--- config.mk ---
export PLATFORM = sky130hd
export DESIGN_NAME = id_ex_stage
export DESIGN_NICKNAME = d
export VERILOG_FILES = /design/src/rtl/mips_pkg.sv /design/src/rtl/hazard_detect.sv /design/src/rtl/id_ex_stage.sv
export SDC_FILE = /design/constraint.sdc
export NUM_CORES = 1
export LEC_CHECK = 0
export CAP_MARGIN = 40
export CORE_ASPECT_RATIO = 0.7
export CORE_MARGIN = 10
export CORE_UTILIZATION = 37
export CTS_CLUSTER_SIZE = 20
export DETAILED_ROUTE_END_ITERATION = 10
export PLACE_DENSITY = 0.9
export REMOVE_ABC_BUFFERS = 1
export SYNTH_ARGS = -nofsm -noshare
export SYNTH_HDL_FRONTEND = slang
export SYNTH_HIERARCHICAL = 1
export SYNTH_SLANG_ARGS = --single-unit
export TNS_END_PERCENT = 100
--- constraint.sdc ---
create_clock -name clk -period 2.9 [get_ports clk]
set_clock_uncertainty 0.05 [all_clocks]
set_input_delay 0.58 -clock clk [delete_from_list [all_inputs] [get_ports clk]]
set_output_delay 0.58 -clock clk [all_outputs]
set_load 0.03 [all_outputs]
--- src/rtl/mips_pkg.sv ---
// Shared definitions for the 5-stage MIPS pipeline: ALU op encodings and the
// control bundle carried through the ID/EX, EX/MEM and MEM/WB registers.
package mips_pkg;

    localparam logic [3:0] ALU_AND = 4'd0;
    localparam logic [3:0] ALU_OR  = 4'd1;
    localparam logic [3:0] ALU_ADD = 4'd2;
    localparam logic [3:0] ALU_XOR = 4'd3;
    localparam logic [3:0] ALU_SLL = 4'd4;
    localparam logic [3:0] ALU_SRL = 4'd5;
    localparam logic [3:0] ALU_SUB = 4'd6;
    localparam logic [3:0] ALU_SLT = 4'd7;
    localparam logic [3:0] ALU_NOR = 4'd12;

    localparam logic [4:0] REG_ZERO = 5'd0;

    typedef struct packed {
        logic       reg_write;
        logic       mem_read;
        logic       mem_write;
        logic       mem_to_reg;
        logic       alu_src;
        logic       reg_dst;
        logic [3:0] alu_op;
    } ctrl_t;

    localparam ctrl_t CTRL_NOP = '{1'b0, 1'b0, 1'b0, 1'b0, 1'b0, 1'b0, 4'd0};

    // An invalid instruction must never carry live control into EX.
    function automatic ctrl_t ctrl_gate(input ctrl_t c, input logic valid);
        ctrl_t r;
        if (valid) begin
            r = c;
        end else begin
            r = CTRL_NOP;
        end
        return r;
    endfunction

endpackage

--- src/rtl/hazard_detect.sv ---
// Combinational load-use hazard detection between the ID instruction and a
// load sitting in EX, plus the upstream write enables derived from it.
module hazard_detect #(
    parameter int REG_AW = 5
) (
    input  logic              id_valid,
    input  logic [REG_AW-1:0] id_rs,
    input  logic [REG_AW-1:0] id_rt,
    input  logic              id_use_rs,
    input  logic              id_use_rt,
    input  logic              ex_valid,
    input  logic              ex_mem_read,
    input  logic [REG_AW-1:0] ex_write_reg,
    input  logic              flush,
    input  logic              stall_ext,
    output logic              haz,
    output logic              load_use_stall,
    output logic              pc_write,
    output logic              if_id_write
);

    logic rs_match_s;
    logic rt_match_s;
    logic stall_any_s;

    assign rs_match_s = id_use_rs && (id_rs == ex_write_reg);
    assign rt_match_s = id_use_rt && (id_rt == ex_write_reg);

    assign haz = id_valid && ex_valid && ex_mem_read
                 && (ex_write_reg != {REG_AW{1'b0}})
                 && (rs_match_s || rt_match_s);

    assign load_use_stall = haz && !flush && !stall_ext;
    assign stall_any_s    = stall_ext || load_use_stall;
    assign pc_write       = !stall_any_s;
    assign if_id_write    = !stall_any_s;

endmodule

--- src/rtl/id_ex_stage.sv ---
// ID/EX pipeline register with load-use bubble insertion, flush, global
// stall, WB-to-ID write-through bypass and a saturating bubble counter.
module id_ex_stage
    import mips_pkg::*;
#(
    parameter int DATA_W = 32,
    parameter int REG_AW = 5,
    parameter int CNT_W  = 16
) (
    input  logic              clk,
    input  logic              rst_n,
    input  logic              stall_ext,
    input  logic              flush,
    input  logic              id_valid,
    input  logic [DATA_W-1:0] id_pc,
    input  logic [DATA_W-1:0] id_rd1,
    input  logic [DATA_W-1:0] id_rd2,
    input  logic [DATA_W-1:0] id_imm,
    input  logic [REG_AW-1:0] id_rs,
    input  logic [REG_AW-1:0] id_rt,
    input  logic [REG_AW-1:0] id_rd,
    input  logic              id_use_rs,
    input  logic              id_use_rt,
    input  logic              id_reg_write,
    input  logic              id_mem_read,
    input  logic              id_mem_write,
    input  logic              id_mem_to_reg,
    input  logic              id_alu_src,
    input  logic              id_reg_dst,
    input  logic [3:0]        id_alu_op,
    input  logic              wb_reg_write,
    input  logic [REG_AW-1:0] wb_write_reg,
    input  logic [DATA_W-1:0] wb_write_data,
    output logic              ex_valid,
    output logic [DATA_W-1:0] ex_pc,
    output logic [DATA_W-1:0] ex_rd1,
    output logic [DATA_W-1:0] ex_rd2,
    output logic [DATA_W-1:0] ex_imm,
    output logic [REG_AW-1:0] ex_rs,
    output logic [REG_AW-1:0] ex_rt,
    output logic [REG_AW-1:0] ex_rd,
    output logic              ex_reg_write,
    output logic              ex_mem_read,
    output logic              ex_mem_write,
    output logic              ex_mem_to_reg,
    output logic              ex_alu_src,
    output logic              ex_reg_dst,
    output logic [3:0]        ex_alu_op,
    output logic [REG_AW-1:0] ex_write_reg,
    output logic              load_use_stall,
    output logic              pc_write,
    output logic              if_id_write,
    output logic [CNT_W-1:0]  bubble_cnt
);

    logic              valid_q, valid_d;
    logic [DATA_W-1:0] pc_q, pc_d;
    logic [DATA_W-1:0] rd1_q, rd1_d;
    logic [DATA_W-1:0] rd2_q, rd2_d;
    logic [DATA_W-1:0] imm_q, imm_d;
    logic [REG_AW-1:0] rs_q, rs_d;
    logic [REG_AW-1:0] rt_q, rt_d;
    logic [REG_AW-1:0] rd_q, rd_d;
    ctrl_t             ctrl_q, ctrl_d;
    logic [CNT_W-1:0]  bubble_cnt_q, bubble_cnt_d;

    ctrl_t             ctrl_id_s;
    logic              haz_s;
    logic              bypass_rs_s;
    logic              bypass_rt_s;

    assign ctrl_id_s = '{id_reg_write, id_mem_read, id_mem_write,
                         id_mem_to_reg, id_alu_src, id_reg_dst, id_alu_op};

    // $0 is hardwired, so a WB write aimed at it must never be forwarded.
    assign bypass_rs_s = wb_reg_write && (wb_write_reg != {REG_AW{1'b0}})
                         && (wb_write_reg == id_rs);
    assign bypass_rt_s = wb_reg_write && (wb_write_reg != {REG_AW{1'b0}})
                         && (wb_write_reg == id_rt);

    hazard_detect #(
        .REG_AW (REG_AW)
    ) u_hazard_detect (
        .id_valid       (id_valid),
        .id_rs          (id_rs),
        .id_rt          (id_rt),
        .id_use_rs      (id_use_rs),
        .id_use_rt      (id_use_rt),
        .ex_valid       (valid_q),
        .ex_mem_read    (ctrl_q.mem_read),
        .ex_write_reg   (ex_write_reg),
        .flush          (flush),
        .stall_ext      (stall_ext),
        .haz            (haz_s),
        .load_use_stall (load_use_stall),
        .pc_write       (pc_write),
        .if_id_write    (if_id_write)
    );

    // Next-state selection: freeze, then flush, then load-use bubble, then capture.
    always_comb begin
        valid_d      = valid_q;
        pc_d         = pc_q;
        rd1_d        = rd1_q;
        rd2_d        = rd2_q;
        imm_d        = imm_q;
        rs_d         = rs_q;
        rt_d         = rt_q;
        rd_d         = rd_q;
        ctrl_d       = ctrl_q;
        bubble_cnt_d = bubble_cnt_q;
        if (stall_ext) begin
            valid_d = valid_q;
        end else if (flush || haz_s) begin
            valid_d = 1'b0;
            pc_d    = {DATA_W{1'b0}};
            rd1_d   = {DATA_W{1'b0}};
            rd2_d   = {DATA_W{1'b0}};
            imm_d   = {DATA_W{1'b0}};
            rs_d    = {REG_AW{1'b0}};
            rt_d    = {REG_AW{1'b0}};
            rd_d    = {REG_AW{1'b0}};
            ctrl_d  = CTRL_NOP;
            if (!flush && (bubble_cnt_q != {CNT_W{1'b1}})) begin
                bubble_cnt_d = bubble_cnt_q + {{(CNT_W-1){1'b0}}, 1'b1};
            end else begin
                bubble_cnt_d = bubble_cnt_q;
            end
        end else begin
            valid_d = id_valid;
            pc_d    = id_pc;
            imm_d   = id_imm;
            rs_d    = id_rs;
            rt_d    = id_rt;
            rd_d    = id_rd;
            ctrl_d  = ctrl_gate(ctrl_id_s, id_valid);
            if (bypass_rs_s) begin
                rd1_d = wb_write_data;
            end else begin
                rd1_d = id_rd1;
            end
            if (bypass_rt_s) begin
                rd2_d = wb_write_data;
            end else begin
                rd2_d = id_rd2;
            end
        end
    end

    // Pipeline register and bubble counter.
    always_ff @(posedge clk or negedge rst_n) begin
        if (!rst_n) begin
            valid_q      <= 1'b0;
            pc_q         <= {DATA_W{1'b0}};
            rd1_q        <= {DATA_W{1'b0}};
            rd2_q        <= {DATA_W{1'b0}};
            imm_q        <= {DATA_W{1'b0}};
            rs_q         <= {REG_AW{1'b0}};
            rt_q         <= {REG_AW{1'b0}};
            rd_q         <= {REG_AW{1'b0}};
            ctrl_q       <= CTRL_NOP;
            bubble_cnt_q <= {CNT_W{1'b0}};
        end else begin
            valid_q      <= valid_d;
            pc_q         <= pc_d;
            rd1_q        <= rd1_d;
            rd2_q        <= rd2_d;
            imm_q        <= imm_d;
            rs_q         <= rs_d;
            rt_q         <= rt_d;
            rd_q         <= rd_d;
            ctrl_q       <= ctrl_d;
            bubble_cnt_q <= bubble_cnt_d;
        end
    end

    assign ex_valid      = valid_q;
    assign ex_pc         = pc_q;
    assign ex_rd1        = rd1_q;
    assign ex_rd2        = rd2_q;
    assign ex_imm        = imm_q;
    assign ex_rs         = rs_q;
    assign ex_rt         = rt_q;
    assign ex_rd         = rd_q;
    assign ex_reg_write  = ctrl_q.reg_write;
    assign ex_mem_read   = ctrl_q.mem_read;
    assign ex_mem_write  = ctrl_q.mem_write;
    assign ex_mem_to_reg = ctrl_q.mem_to_reg;
    assign ex_alu_src    = ctrl_q.alu_src;
    assign ex_reg_dst    = ctrl_q.reg_dst;
    assign ex_alu_op     = ctrl_q.alu_op;
    assign ex_write_reg  = ctrl_q.reg_dst ? rd_q : rt_q;
    assign bubble_cnt    = bubble_cnt_q;

endmodule

# Word-level counts from Yosys, hierarchy flattened
# Index checks and enable logic that the tools add are counted.
# word_totals
reg_bits	170
input_bits	198
output_inout_bits	178
elab_cells	57
# op_classes
add_sub_neg	1
n_eq_ne	5
muxes	13
bitwise_logic	1
reduce_logical	21
# ops
operator	n
32-bit 2-to-1 mux	6
5-bit == test	4
10-bit 2-to-1 mux	2
5-bit 2-to-1 mux	4
16-bit by 1-bit adder with 16-bit output (second input constant)	1
16-bit != test (second input constant)	1
1-bit logical AND	12
5-bit nonzero test	2
1-bit logical NOT	3
1-bit logical OR	3
3-bit AND reduction	1
1-bit 2-to-1 mux	1
1-bit inverter	1

# Depth between registers and ports, before layout
# logic_depth
ltp_word	9
depth_mapped	12

# Hierarchy
# Netlist, hierarchy kept.
# by_module_without_submodules
module	n_inst	cells_each	area_per_inst_um2	seq_area_each_um2
id_ex_stage	1	629	7393.3	4254.1
hazard_detect	1	24	186.4	0.0

# Worst setup path after synthesis
# Ideal clock, no wire load.
# synth_timing
path_kind	reg2out
from	register ctrl_q (netlist bit ex_reg_dst)
to	output load_use_stall
t_arrival_ns	2.767
slack_ns	-0.497
path_stages_with_launch	7
path_buffers	1
cell_sequence	dfrtp_1 > clkbuf_1 > mux2_2 > xnor2_1 > nand4_1 > o22ai_2 > nor4b_1
# synth_between
elab_chain_cells	7
word_cells_on_any_way	11
cone_classes	eq/ne (2); mux (1); reduce/logical (8)
# synth_rtl
element	line_no	rtl
from (decl)	id_ex_stage.sv:64	ctrl_t ctrl_q, ctrl_d;
from (signal assigned)	id_ex_stage.sv:172	ctrl_q <= ctrl_d;
5-bit 2-to-1 mux *	id_ex_stage.sv:192	assign ex_write_reg = ctrl_q.reg_dst ? rd_q : rt_q;
via ex_write_reg[1]	id_ex_stage.sv:49	output logic [REG_AW-1:0] ex_write_reg,
5-bit == test, on equally long branches	hazard_detect.sv:26, hazard_detect.sv:27	
1-bit logical AND, on equally long branches	hazard_detect.sv:26, hazard_detect.sv:27	
1-bit logical OR	hazard_detect.sv:31	&& (rs_match_s || rt_match_s);
1-bit logical AND *	hazard_detect.sv:31	
1-bit logical AND * (2 in series)	hazard_detect.sv:33	assign load_use_stall = haz && !flush && !stall_ext;
to (decl)	id_ex_stage.sv:50	output logic load_use_stall,
# The timed path passes the listed nets; every way through them passes the cells marked *.

# Worst setup path in the final report
# layout_timing
from	register ctrl_q (netlist bit ex_reg_dst)
to	output load_use_stall
# layout_between
elab_chain_cells	7
word_cells_on_any_way	11
cone_classes	eq/ne (2); mux (1); reduce/logical (8)
# layout_rtl
element	line_no
5-bit 2-to-1 mux *	id_ex_stage.sv:192
5-bit == test, on equally long branches	hazard_detect.sv:26, hazard_detect.sv:27
1-bit logical AND, on equally long branches	hazard_detect.sv:26, hazard_detect.sv:27
1-bit logical OR	hazard_detect.sv:31
1-bit logical AND *	hazard_detect.sv:31
1-bit logical AND * (2 in series)	hazard_detect.sv:33
# Every way passes the cells marked *; elsewhere a longest branch is shown, timed or not.

==> out/results.ini <==
[clocking]
cts.sink_count=170
clockBufferDepth=2
cts.clk_slew.worst_paths_ns=0.07
cts_root_buf=clkbuf_16
cts-htree-levels=4
clkLatencyLatePin_ns=0.43
cts_buffers=17
cts_tree=yes

[floorplan]
die-area_um2=26700
start_util_pct=38.0
core-area_um2=20000
die_h_um=140
pin_count=376
chipWidth_um=191
num_rows=43

[route]
drt_iter0_drc=682
post-route-drc-count=0
drtPass1Iterations=5
wirelength_mm=35.1
ant_nets=0
vias=7721
via_per_inst=5.68
wl_per_cell_um=25.8

[timing]
hold_slack_ns=0.461
max_freq_mhz=319
fin_crit_ns=3.14
rsz0062_at_grt=true
tightest_slew_ns=0.750
slew_headroom_pct=50.0
finalHoldViolCount=0
fin_ws_ns=-0.237
final-setup-viol-count=166
drv_slew=0
finalCritPeriodShare_pct=108

[cells_and_area]
mostFrequentLayoutCells=370 x clkdlybuf4s50_1, 169 x dfrtp_1, 89 x a22o_1
fin_cells=1359
area_growth_pct=84.3
fin_nets=1275
post-route-util_pct=70.0
final_common_cell=clkdlybuf4s50_1
drive_above_1_share_pct=28.0

[outcome]
violations=setup timing
outcome=finished, violations left

[critical_path]
critPathArrivalTime_ns=2.51
worst_ep_required_time_ns=2.27
crit_type=flip-flop to primary output
crit_path_start_kind=flip-flop
path_max_fanout=6
endpoint_kind=primary output

[logic_synthesis]
ys.flop_type=dfrtp_1
async_flop_share_pct=100
seq_area_frac_synth_pct=56.1
synthTopCellsByArea=dfrtp_1 56%, a22o_1 10%, a221o_1 8.5%
syn-cell-area_um2=7580
synth_edf_count=0
synthDistinctLibCells=48
ys_ff_latch=170
syn_area_per_cell_um2=11.6
yosys.area.top_type_share_pct=56.1
syn-instance-count=653
synth_top_cell_by_area=dfrtp_1
synth-warning-count=6

[global_route]
gr-total-overflow=0
globalRouteTotalUtil_pct=22.5
grt_max_degree=90
grt_pass1_wl_mm=46.9
grt_pass1_vias=7695
grt_antenna_before_repair=2

[placed_design]
place_hpwl_mm=23.3
gp_congestion=0.861
placed_cells=1296
io_buffer_count=375

[pwr]
cellPowerDensity_nw_per_um2=492
leakage_nw=6.08
irDropWorstVdd_v=0.000391

[min_path]
hp-class=flip-flop to flip-flop

[run]
max_cap_viol_count=0

layer usage:
layer,up-vias,routed length [um],GRT usage (%)
met2,440,17300,37.0
met3,46,3760,9.74
met5,-,0,0
li1,3319,-,-
met4,0,642,6.27
met1,3916,13300,26.2
synth_stat cells, drive strengths merged (2+ instances only):
master	instances
a21oi	74
a221o	64
nor3	4
inv	2
nor2	4
xor2	7
clkbuf	36
dlygate4sd1	2
nand4	7
or4	2
dfrtp	170
a31oi	2
nand3	6
nand4b	2
a211oi	2
and4	3
nor4	2
xnor2	20
a22o	89
buf	23
and3	4
nand2	70
and2	36
nor3b	2
mux2	8
critical path: stages, from the launching register on:
cell and delay (ns):
dfrtp_2 0.49, mux2_4 0.37, buf_6 0.13, or4_4 0.52
nor2_4 0.15, nand4b_1 0.16, nor4b_2 0.07, buf_4 0.18
repair_timing:
item	4_1_cts	5_1_grt
gates resized for setup	72	186
hold endpoints to repair	12	0
pin swaps	25	93
setup buffers	9	4
hold buffers	1	0
endpoints found under the setup margin	173	172
gates cloned	4	16
kinds of logic (layout without fill, tap and decap cells):
| kind of cell | count (synthesis) | after routing | synth area share, % |
|---|---|---|---|
| compound gates | 236 | 236 | 24.7 |
| flops | 170 | 170 | 56.1 |
| simple gates | 148 | 149 | 10.2 |
| buf+inv | 63 | 497 | 4.46 |
| xor+xnor | 27 | 27 | 3.12 |
| mux | 8 | 8 | 1.19 |
| fa+ha+maj | 1 | 1 | 0.165 |
| other cells | 0 | 1 | 0 |
stage by stage:
step	total power [mW]	setup WS (ns)	cell area, um2	setup TNS (ns)
6_report	6.88	-0.237	14000	-15.83
5_1_grt	7.11	-0.382	14000	-34.99
4_1_cts	6.72	-0.253	13000	-21.35
3_5_place_dp	4.32	-0.516	11900	-36.67
3_3_place_gp	4.28	-0.342	11900	-20.54
2_1_floorplan	3.37	-8.26	7250	-1230.97
path summary, 6_finish.rpt:
kind | cells after the start | slack (ns) | end | from
worst max-delay path | 7 | -0.24 | load_use_stall | ex_reg_dst
worst min-delay path | 1 | 0.46 | ex_imm[17] | ex_imm[17]
worst max register to register | 10 | -0.24 | bubble_cnt[14] | ex_reg_dst
worst min register to register | 1 | 0.46 | ex_imm[17] | ex_imm[17]
max in group asynchronous | 3 | 1.55 | ex_reg_dst | rst_n
min in group asynchronous | 2 | 0.49 | ex_imm[14] | rst_n
area by class of cell:
type	instances	area [um2]
Antenna cell	1	2.50
Clock buffer	18	429
Clock inverter	13	158
Fill cell	1287	5990
Inverter	2	7.51
Multi-Input combinational cell	421	3770
Sequential cell	170	4260
Tap cell	270	338
Timing Repair Buffer	464	5010
power by group:
part	internal (mW)	switching, mW	leakage, nW	total [mW]
registers	2.54	0.112	2.23	2.65
logic	0.928	0.978	3.56	1.91
clock network	1.29	1.03	0.290	2.32
(Power assumes the default switching activity.)
